**src/rtl/int_div_seq_pkg.sv**
```systemverilog
// Shared types and sign helpers for the divide sequencer that wraps the
// unsigned iterative divider core.
package int_div_pkg;

  typedef enum logic [1:0] {
    DIV  = 2'd0,
    DIVU = 2'd1,
    REM  = 2'd2,
    REMU = 2'd3
  } div_op_e;

  typedef enum logic [2:0] {
    IDLE  = 3'd0,
    ISSUE = 3'd1,
    WAIT  = 3'd2,
    RESP  = 3'd3,
    DRAIN = 3'd4
  } div_seq_state_e;

  // Bit n is set when op encoding n is a signed operation (DIV, REM).
  localparam logic [3:0] OP_SIGNED_MASK = 4'b0101;

  // Helpers work on a wide container; callers size-cast back to WIDTH, which
  // yields the same WIDTH-bit modulo negation.
  localparam int MAX_W = 64;

  function automatic logic [MAX_W-1:0] abs_cond(input logic [MAX_W-1:0] x,
                                                 input logic            is_neg);
    return is_neg ? (~x + 1'b1) : x;
  endfunction

  function automatic logic [MAX_W-1:0] neg_cond(input logic [MAX_W-1:0] x,
                                                 input logic            negate);
    return negate ? (~x + 1'b1) : x;
  endfunction

endpackage

```
**src/rtl/int_div_seq_if.sv**
```systemverilog
// Request/response channels between the execute stage and the divide sequencer.
interface int_div_seq_if #(
  parameter int WIDTH = 32,
  parameter int TAG_W = 5
);
  logic             req_valid_i;
  logic             req_ready_o;
  logic [1:0]       req_op_i;
  logic [WIDTH-1:0] req_a_i;
  logic [WIDTH-1:0] req_b_i;
  logic [TAG_W-1:0] req_tag_i;
  logic             resp_valid_o;
  logic             resp_ready_i;
  logic [WIDTH-1:0] resp_data_o;
  logic [TAG_W-1:0] resp_tag_o;

  modport slave (
    input  req_valid_i, req_op_i, req_a_i, req_b_i, req_tag_i, resp_ready_i,
    output req_ready_o, resp_valid_o, resp_data_o, resp_tag_o
  );

  modport master (
    output req_valid_i, req_op_i, req_a_i, req_b_i, req_tag_i, resp_ready_i,
    input  req_ready_o, resp_valid_o, resp_data_o, resp_tag_o
  );
endinterface

```
**src/rtl/int_div_seq.sv**
```systemverilog
// Signed/unsigned DIV/REM sequencer: normalises operands for an external
// unsigned divider core, applies sign fix-up and returns tagged results.
module int_div_seq
  import int_div_pkg::*;
#(
  parameter int WIDTH = 32,
  parameter int TAG_W = 5
) (
  input  logic             clk_i,
  input  logic             reset_i,
  int_div_seq_if.slave     bus,
  input  logic             kill_i,
  output logic             div_start_o,
  output logic [WIDTH-1:0] div_n_o,
  output logic [WIDTH-1:0] div_d_o,
  input  logic [WIDTH-1:0] div_q_i,
  input  logic [WIDTH-1:0] div_r_i,
  input  logic             div_valid_i
);

  localparam logic [WIDTH-1:0] ALL_ONES = '1;
  localparam logic [WIDTH-1:0] MIN_NEG  = {1'b1, {(WIDTH-1){1'b0}}};

  div_seq_state_e   r_state;
  div_op_e          r_op;
  logic [TAG_W-1:0] r_tag;
  logic             r_sign_a;
  logic             r_sign_b;
  logic [WIDTH-1:0] r_n;
  logic [WIDTH-1:0] r_d;
  logic             r_start;
  logic             r_resp_valid;
  logic [WIDTH-1:0] r_resp_data;

  logic             w_signed;
  logic             w_sign_a;
  logic             w_sign_b;
  logic             w_is_rem;
  logic             w_div_zero;
  logic             w_ovf;
  logic             w_accept;
  logic [WIDTH-1:0] w_abs_a;
  logic [WIDTH-1:0] w_abs_b;
  logic [WIDTH-1:0] w_q_fix;
  logic [WIDTH-1:0] w_r_fix;

  assign w_signed   = OP_SIGNED_MASK[bus.req_op_i];
  assign w_sign_a   = w_signed & bus.req_a_i[WIDTH-1];
  assign w_sign_b   = w_signed & bus.req_b_i[WIDTH-1];
  assign w_is_rem   = bus.req_op_i[1];
  assign w_div_zero = (bus.req_b_i == '0);
  assign w_ovf      = w_signed && (bus.req_a_i == MIN_NEG) && (bus.req_b_i == ALL_ONES);
  assign w_accept   = (r_state == IDLE) && bus.req_valid_i && !kill_i;

  // |min| wraps to min, which the core reads correctly as an unsigned magnitude.
  assign w_abs_a = WIDTH'(abs_cond(MAX_W'(bus.req_a_i), w_sign_a));
  assign w_abs_b = WIDTH'(abs_cond(MAX_W'(bus.req_b_i), w_sign_b));
  assign w_q_fix = WIDTH'(neg_cond(MAX_W'(div_q_i), r_sign_a ^ r_sign_b));
  assign w_r_fix = WIDTH'(neg_cond(MAX_W'(div_r_i), r_sign_a));

  always_ff @(posedge clk_i or negedge reset_i) begin
    if (!reset_i) begin
      r_state      <= IDLE;
      r_op         <= DIV;
      r_tag        <= '0;
      r_sign_a     <= 1'b0;
      r_sign_b     <= 1'b0;
      r_n          <= '0;
      r_d          <= '0;
      r_start      <= 1'b0;
      r_resp_valid <= 1'b0;
      r_resp_data  <= '0;
    end else begin
      r_start <= 1'b0;
      case (r_state)
        IDLE: begin
          if (w_accept) begin
            r_op     <= div_op_e'(bus.req_op_i);
            r_tag    <= bus.req_tag_i;
            r_sign_a <= w_sign_a;
            r_sign_b <= w_sign_b;
            r_n      <= w_abs_a;
            r_d      <= w_abs_b;
            if (w_div_zero) begin
              r_resp_data  <= w_is_rem ? bus.req_a_i : ALL_ONES;
              r_resp_valid <= 1'b1;
              r_state      <= RESP;
            end else if (w_ovf) begin
              r_resp_data  <= w_is_rem ? '0 : bus.req_a_i;
              r_resp_valid <= 1'b1;
              r_state      <= RESP;
            end else begin
              r_start <= 1'b1;
              r_state <= ISSUE;
            end
          end
        end
        // The start pulse is already out, so a kill here must still drain the core.
        ISSUE: r_state <= kill_i ? DRAIN : WAIT;
        WAIT: begin
          if (kill_i) begin
            r_state <= div_valid_i ? IDLE : DRAIN;
          end else if (div_valid_i) begin
            r_resp_data  <= ((r_op == REM) || (r_op == REMU)) ? w_r_fix : w_q_fix;
            r_resp_valid <= 1'b1;
            r_state      <= RESP;
          end
        end
        RESP: begin
          if (kill_i || bus.resp_ready_i) begin
            r_resp_valid <= 1'b0;
            r_state      <= IDLE;
          end
        end
        DRAIN: begin
          if (div_valid_i) r_state <= IDLE;
        end
        default: r_state <= IDLE;
      endcase
    end
  end

  assign bus.req_ready_o  = (r_state == IDLE);
  assign bus.resp_valid_o = r_resp_valid;
  assign bus.resp_data_o  = r_resp_data;
  assign bus.resp_tag_o   = r_tag;
  assign div_start_o      = r_start;
  assign div_n_o          = r_n;
  assign div_d_o          = r_d;

endmodule

```
**src/flat_wrapper.sv**
```systemverilog
// flat-port wrapper written by rule: the top's interface ports become plain ports
module int_div_seq_flat import int_div_pkg::*;
#(
  parameter int WIDTH = 32,
  parameter int TAG_W = 5
)
  (clk_i, reset_i, kill_i, div_start_o, div_n_o, div_d_o, div_q_i, div_r_i, div_valid_i, bus_req_valid_i, bus_req_op_i, bus_req_a_i, bus_req_b_i, bus_req_tag_i, bus_resp_ready_i, bus_req_ready_o, bus_resp_valid_o, bus_resp_data_o, bus_resp_tag_o);
  int_div_seq_if #(.WIDTH(WIDTH), .TAG_W(TAG_W)) bus_i ();
  input  logic clk_i;
  input  logic reset_i;
  input  logic kill_i;
  output logic div_start_o;
  output logic [WIDTH-1:0] div_n_o;
  output logic [WIDTH-1:0] div_d_o;
  input  logic [WIDTH-1:0] div_q_i;
  input  logic [WIDTH-1:0] div_r_i;
  input  logic div_valid_i;
  input wire logic [$bits(bus_i.req_valid_i)-1:0] bus_req_valid_i;
  input wire logic [$bits(bus_i.req_op_i)-1:0] bus_req_op_i;
  input wire logic [$bits(bus_i.req_a_i)-1:0] bus_req_a_i;
  input wire logic [$bits(bus_i.req_b_i)-1:0] bus_req_b_i;
  input wire logic [$bits(bus_i.req_tag_i)-1:0] bus_req_tag_i;
  input wire logic [$bits(bus_i.resp_ready_i)-1:0] bus_resp_ready_i;
  output wire logic [$bits(bus_i.req_ready_o)-1:0] bus_req_ready_o;
  output wire logic [$bits(bus_i.resp_valid_o)-1:0] bus_resp_valid_o;
  output wire logic [$bits(bus_i.resp_data_o)-1:0] bus_resp_data_o;
  output wire logic [$bits(bus_i.resp_tag_o)-1:0] bus_resp_tag_o;
  assign bus_i.req_valid_i = bus_req_valid_i;
  assign bus_i.req_op_i = bus_req_op_i;
  assign bus_i.req_a_i = bus_req_a_i;
  assign bus_i.req_b_i = bus_req_b_i;
  assign bus_i.req_tag_i = bus_req_tag_i;
  assign bus_i.resp_ready_i = bus_resp_ready_i;
  assign bus_req_ready_o = bus_i.req_ready_o;
  assign bus_resp_valid_o = bus_i.resp_valid_o;
  assign bus_resp_data_o = bus_i.resp_data_o;
  assign bus_resp_tag_o = bus_i.resp_tag_o;
  int_div_seq #(.WIDTH(WIDTH), .TAG_W(TAG_W)) u_core (.clk_i(clk_i), .reset_i(reset_i), .bus(bus_i), .kill_i(kill_i), .div_start_o(div_start_o), .div_n_o(div_n_o), .div_d_o(div_d_o), .div_q_i(div_q_i), .div_r_i(div_r_i), .div_valid_i(div_valid_i));
endmodule
```
**config.mk**
```make
export PLATFORM = sky130hd
export DESIGN_NAME = int_div_seq_flat
export DESIGN_NICKNAME = d
export VERILOG_FILES = /design/src/rtl/int_div_seq_pkg.sv /design/src/rtl/int_div_seq_if.sv /design/src/rtl/int_div_seq.sv /design/src/flat_wrapper.sv
export SDC_FILE = /design/constraint.sdc
export NUM_CORES = 1
export LEC_CHECK = 0
export BUFFER_PORTS_ARGS = -buffer_cell sky130_fd_sc_hd__buf_2
export CORE_ASPECT_RATIO = 1.2
export CORE_MARGIN = 10
export CORE_UTILIZATION = 50
export DETAILED_ROUTE_END_ITERATION = 6
export HOLD_SLACK_MARGIN = 0.08
export PLACE_DENSITY = 0.82
export SYNTH_ARGS = -nofsm -noshare
export SYNTH_HDL_FRONTEND = slang
export SYNTH_SLANG_ARGS = --single-unit
export TNS_END_PERCENT = 50
```
**constraint.sdc**
```tcl
create_clock -name clk_i -period 3.4 [get_ports clk_i]
set_input_delay 0.17 -clock clk_i [delete_from_list [all_inputs] [get_ports clk_i]]
set_output_delay 0.17 -clock clk_i [all_outputs]
set_load 0.02 [all_outputs]
```
# --- After elaboration in Yosys (flattened, before gate mapping) ---
# Cells that the tools add are included.
classes:
  reduce_logical: 15
  n_addsub: 4
  bitwise_logic: 7
  n_mux: 36
  eq_ne: 15
  order_cmp: 1
op_table:
  columns: ["cell", "count"]
  rows:
  - ["32-bit two-way mux", 12]
  - ["32-bit by 1-bit adder with 32-bit output, second input constant", 4]
  - ["32-bit NOT", 4]
  - ["32-bit equality test, second input constant", 2]
  - ["32-bit case mux with 2 select lines", 1]
  - ["32-bit logical NOT", 1]
  - ["3-bit two-way mux", 8]
  - ["3-bit case mux with 5 select lines", 1]
  - ["1-bit two-way mux", 11]
  - ["3-bit by 2-bit equality test with 1-bit output, second input constant", 2]
  - ["2-bit inequality test, second input constant", 3]
  - ["6-bit AND reduction", 1]
  - ["5-bit AND reduction", 1]
  - ["2-bit equality test, second input constant", 2]
  - ["1-bit logical AND", 4]
  - ["2-bit by 1-bit inequality test with 1-bit output, second input constant", 2]
  - ["4-bit AND reduction", 1]
  - ["3-bit by 1-bit equality test with 1-bit output, second input constant", 1]
  - ["3-bit equality test, second input constant", 1]
  - ["3-bit logical NOT", 1]
  - ["2-bit by 3-bit less-than comparator with 1-bit output, second input constant", 1]
  - ["3-bit by 1-bit inequality test with 1-bit output, second input constant", 1]
  - ["3-bit inequality test, second input constant", 1]
  - ["1-bit case mux with 3 select lines", 1]
  - ["9 further kinds", 11]
totals:
  register_bits: 110
  word_cells: 88
  input_bits: 141

# --- Depth between registers and ports, before layout ---
depth:
  depth_word: 8
  ltp_mapped: 11
  ltp_nobuf: 8

# --- Worst setup path after synthesis ---
# OpenSTA, ideal clock, no wires.
synth_timing:
  path_kind: "register -> register"
  startpoint: "register u_core.r_state[1]"
  endpoint: "register u_core.r_resp_data[22] (netlist: u_core.bus.resp_data_o[22])"
  t_required_ns: 3.290
  period_less_slack_ns: 2.607
  setup_slack_ns: 0.793
  stages_incl_launch_ff: 7
  arrival_ns: 2.497
  cell_sequence: "dfrtp_1 > clkbuf_1 > nor3_1 > nand3b_1 > nor4_4 > nor2_2 > o41ai_1"
synth_between:
  elab_chain_len: 5
  elab_cells_between_ends: 11
  cone_classes: "eq/ne (5); mux (1); reduce/logical (5)"
synth_lines:
  columns: ["item", "line_no", "rtl"]
  rows:
  - ["start: declaration", "int_div_seq.sv:24", "div_seq_state_e r_state;"]
  - ["start signal: assignment", "int_div_seq.sv:99", "ISSUE: r_state <= kill_i ? DRAIN : WAIT;"]
  - ["start signal: assignment", "int_div_seq.sv:102", "r_state <= div_valid_i ? IDLE : DRAIN;"]
  - ["3-bit logical NOT *", null, null]
  - ["net bus_req_ready_o", "flat_wrapper.sv:24", "output wire logic [$bits(bus_i.req_ready_o)-1:0] bus_req_ready_o;"]
  - ["1-bit logical AND (2 in a row)", "int_div_seq.sv:53", "assign w_accept = (r_state == IDLE) && bus.req_valid_i && !kill_i;"]
  - ["2-bit by 1-bit inequality test with 1-bit output (no line)", null, null]
  - ["5-bit AND reduction (no line)", null, null]
  - ["end signal: assignment", "int_div_seq.sv:85", "r_resp_data <= w_is_rem ? bus.req_a_i : ALL_ONES;"]
  - ["end signal: assignment", "int_div_seq.sv:89", "r_resp_data <= w_is_rem ? '0 : bus.req_a_i;"]
  - ["end signal: assignment", "int_div_seq.sv:104", "r_resp_data <= ((r_op == REM) || (r_op == REMU)) ? w_r_fix : w_q_fix;"]
  - ["end: declaration", "int_div_seq.sv:33", "logic [WIDTH-1:0] r_resp_data;"]
# Mark *: on every way through the listed nets, which the timed path passes. The rest lies on a longest branch.
# A chain may end at the register's enable or synchronous reset.

# --- Worst setup path after layout ---
layout_timing:
  startpoint: "register u_core.r_op[1]"
  endpoint: "register u_core.r_resp_data[23] (netlist: u_core.bus.resp_data_o[23])"
layout_between:
  elab_chain_len: 6
  elab_cells_between_ends: 7
  cone_classes: "eq/ne (2); mux (4); reduce/logical (1)"
layout_lines:
  columns: ["item", "line_no", "rtl"]
  rows:
  - ["start: declaration", "int_div_seq.sv:25", "div_op_e r_op;"]
  - ["start signal: assignment", "int_div_seq.sv:78", "r_op <= div_op_e'(bus.req_op_i);"]
  - ["2-bit equality test", "int_div_seq.sv:104", null]
  - ["1-bit logical OR *", "int_div_seq.sv:104", null]
  - ["32-bit two-way mux *", "int_div_seq.sv:104", null]
  - ["32-bit two-way mux *", "int_div_seq.sv:103", "end else if (div_valid_i) begin"]
  - ["32-bit two-way mux *", "int_div_seq.sv:101", "if (kill_i) begin"]
  - ["32-bit case mux with 2 select lines *", "int_div_seq.sv:75", "case (r_state)"]
# Every way passes the cells marked *; elsewhere a longest branch is shown, timed or not. The select of a mux whose other input is x is not followed.

==> metrics.cfg <==
[floorplanning]
die-height_um=159
rows=50
die_area_um2=21500
fp.dieW_um=136
coreArea_um2=15600
initial_core_util=0.512
ios=245

[timing]
finalSetupViolations=0
max_freq_ghz=0.386
tns_ns=0
rsz0062_at_grt=no
tightest_slew_ns=0.835
min_period_ns=2.59
post-route-period-util=0.762
slew_headroom=0.443
hold_violations=0
layout_setup_ws_ns=0.810
skew_ns=0.00553
slew_violations=0

[setup_path]
slowest_delay_ns=0.89
path_cells=inv_1 -> nand2_1 -> a2111oi_0 -> a41o_1 -> nor4_1 -> a41oi_1
worstPathMaxFanout=27
cp.arrival_ns=2.79
critPathKind=flop to flop
r2r_cells=6
required_ns=3.60
r2r_setup_slack_ns=0.81
crit_slowest_cell=dfrtp_1
worst_r2r_endpoint=u_core.bus.resp_data_o[23]
cp-end-kind=flop
cp-start-kind=flop
r2r-start=u_core.r_op[1]

[clocking]
cts-root-buf=clkbuf_16
clk_latency_ns=0.35
htreeDepth=3
cts_num_sinks=109
postCtsResizedCells=0
cts_tree=done
postCtsHoldBufs=7
cts_setup_buffers=0
clockBufferDepth=2
clk_pin_slew_ns=0.07
numCtsBuffers=9

[finish]
layoutNonFillerInstCount=1407
final_util=0.628
nNetsFinal=1336
most-common-layout-cells=buf_2, nand2_1, dfrtp_1
final_common_cell=buf_2
drive_gt1_frac=0.264
synthToLayoutAreaGrowth_pct=22.5

[run_status]
run_status=finished, final reports clean

[worst_hold_path]
min_path_cells=2
min-delay-start=kill_i
min_path_type=input pin to flop
whs_endpoint=u_core.r_state[0]

[power_and_ir_drop]
power_density_nw_per_um2=747
power_w=0.00733
leakage_nw=4.29
vdd_drop_max_mv=0.534

[synth]
ys_seq_elements=109
synth_edf_count=0
synth_ff_type=dfrtp_1
synth_top_area_frac=0.341
synth.largest_area_cell=dfrtp_1
syn_area_um2=8010
async_reset_ff_frac=1.00
syn_area_per_cell_um2=8.29
synth.area.top_cells=dfrtp_1, o21ai_0, xnor2_1
synth_cell_types=71
seq_area_frac_synth=0.341
syn-instance-count=966
synth_nets=1112
yosys_warnings=0

[place]
pre_cts_ws_ns=0.508
post-place-cells=1380
post-dp-hpwl_um=22900
portBuffers=244
place.gp.congestion=0.946

[global_route]
grtUsageTotal=0.256
gr-total-overflow=0
grt_pass1_wl_um=44200
grt_pass1_vias=8407
grt_start_max_net_pins=79
antenna_found_initial=5

[routing]
via_count=8550
dr.first_iter.drc_count=795
wl_per_cell_um=20.4
vias_per_cell=6.08
ant_nets=0
first_pass_iters=7
drc=0
drt_wl_total_um=28800

[job]
max_cap_violations=0

==> through the flow <==
step           instance area [um^2]  hold WS, ns
4_1_cts                        9800        0.129
2_1_floorplan                  8010       -0.126
6_report                       9810        0.134
3_3_place_gp                   9450        0.272
5_1_grt                        9810        0.151
3_5_place_dp                   9450        0.277
==> metal layers <==
layer,global-route usage,share of wire
met1,0.306,0.39
met2,0.432,0.49
met3,0.0498,0.083
met4,0.122,0.037
met5,0,0
==> how the worst max path moves through the flow <==
stage	slack (ns)	to	startpoint	cells after the start
final	0.81	u_core.bus.resp_data_o[23]	u_core.r_op[1]	6
after global routing	0.60	u_core.bus.resp_data_o[4]	bus_req_b_i[27]	8
after CTS	0.88	u_core.bus.resp_data_o[4]	bus_req_b_i[27]	8
after detailed placement	0.51	u_core.bus.resp_data_o[12]	bus_req_b_i[27]	8
after global placement	0.60	u_core.bus.resp_data_o[12]	bus_req_b_i[27]	8
after floorplan	0.79	u_core.bus.resp_data_o[22]	u_core.r_state[1]	6
==> cells by family after synthesis <==
logic type                 Yosys count  share of synthesized area
AOI/OAI and AO/OA                  286                      0.227
and+or+nand+nor                    341                      0.224
DFF                                109                      0.341
buffers and inverters               89                     0.0464
muxes                               11                     0.0159
adders and majority gates           19                     0.0253
xor gates and xnor gates           111                      0.121
==> cells in the mapped netlist (3+ instances only) <==
library cell	count
a22oi_1	7
a21oi_1	44
a41oi_1	9
maj3_1	14
a211o_1	3
nor2_1	57
nor4_1	21
nand4_1	14
ha_1	5
nand2b_1	8
nand2_1	116
clkbuf_1	55
o21a_1	3
nor3_1	41
a31oi_1	24
nor2b_1	3
o21ai_0	102
o41ai_1	17
inv_1	22
buf_2	6
nand4b_1	4
buf_6	3
o211ai_1	14
or2_2	4
o22ai_1	12
xnor2_1	58
nand3_1	14
o31ai_1	26
a211oi_1	3
mux2i_1	3
dfrtp_1	109
or4_1	18
or3_1	12
nand3b_1	4
nor3b_1	5
a2111oi_0	3
nor4_4	4
xor2_1	53
mux2_2	6
==> area by class of cell <==
class / instances / area (um^2)
clock buffers: 10 / 229
multi-input cells: 768 / 4920
flip-flops and latches: 109 / 2730
fillers: 1439 / 5830
diodes: 6 / 15.0
repair buffers: 280 / 1520
well taps: 208 / 260
clock inverters: 4 / 51.3
inverters: 22 / 82.6
==> critical path: cells and delay by family, from the launching register on <==
kind            cells  cell delay, ns
simple gates        2            0.72
flops               1            0.89
buf+inv             1            0.30
compound gates      3            0.53
==> sequential cells by signal, indices dropped and copies added, names as in the netlist <==
| register | count |
|---|---|
| u_core.bus.resp_valid_o | 1 |
| u_core.div_start_o | 1 |
| u_core.div_n_o | 32 |
| u_core.r_sign_a | 1 |
| u_core.r_sign_b | 1 |
| u_core.r_state | 3 |
| u_core.bus.resp_data_o | 32 |
| u_core.r_op | 1 |
| u_core.bus.resp_tag_o | 5 |
| u_core.div_d_o | 32 |
==> where the power goes <==
part	switching, W	internal (W)	total, W	leakage (nW)
clock network	0.000486	0.000565	0.00105	0.134
logic	0.00247	0.00145	0.00392	2.80
registers	0.000475	0.00189	0.00236	1.36
Power figures use the tool's default switching activity.
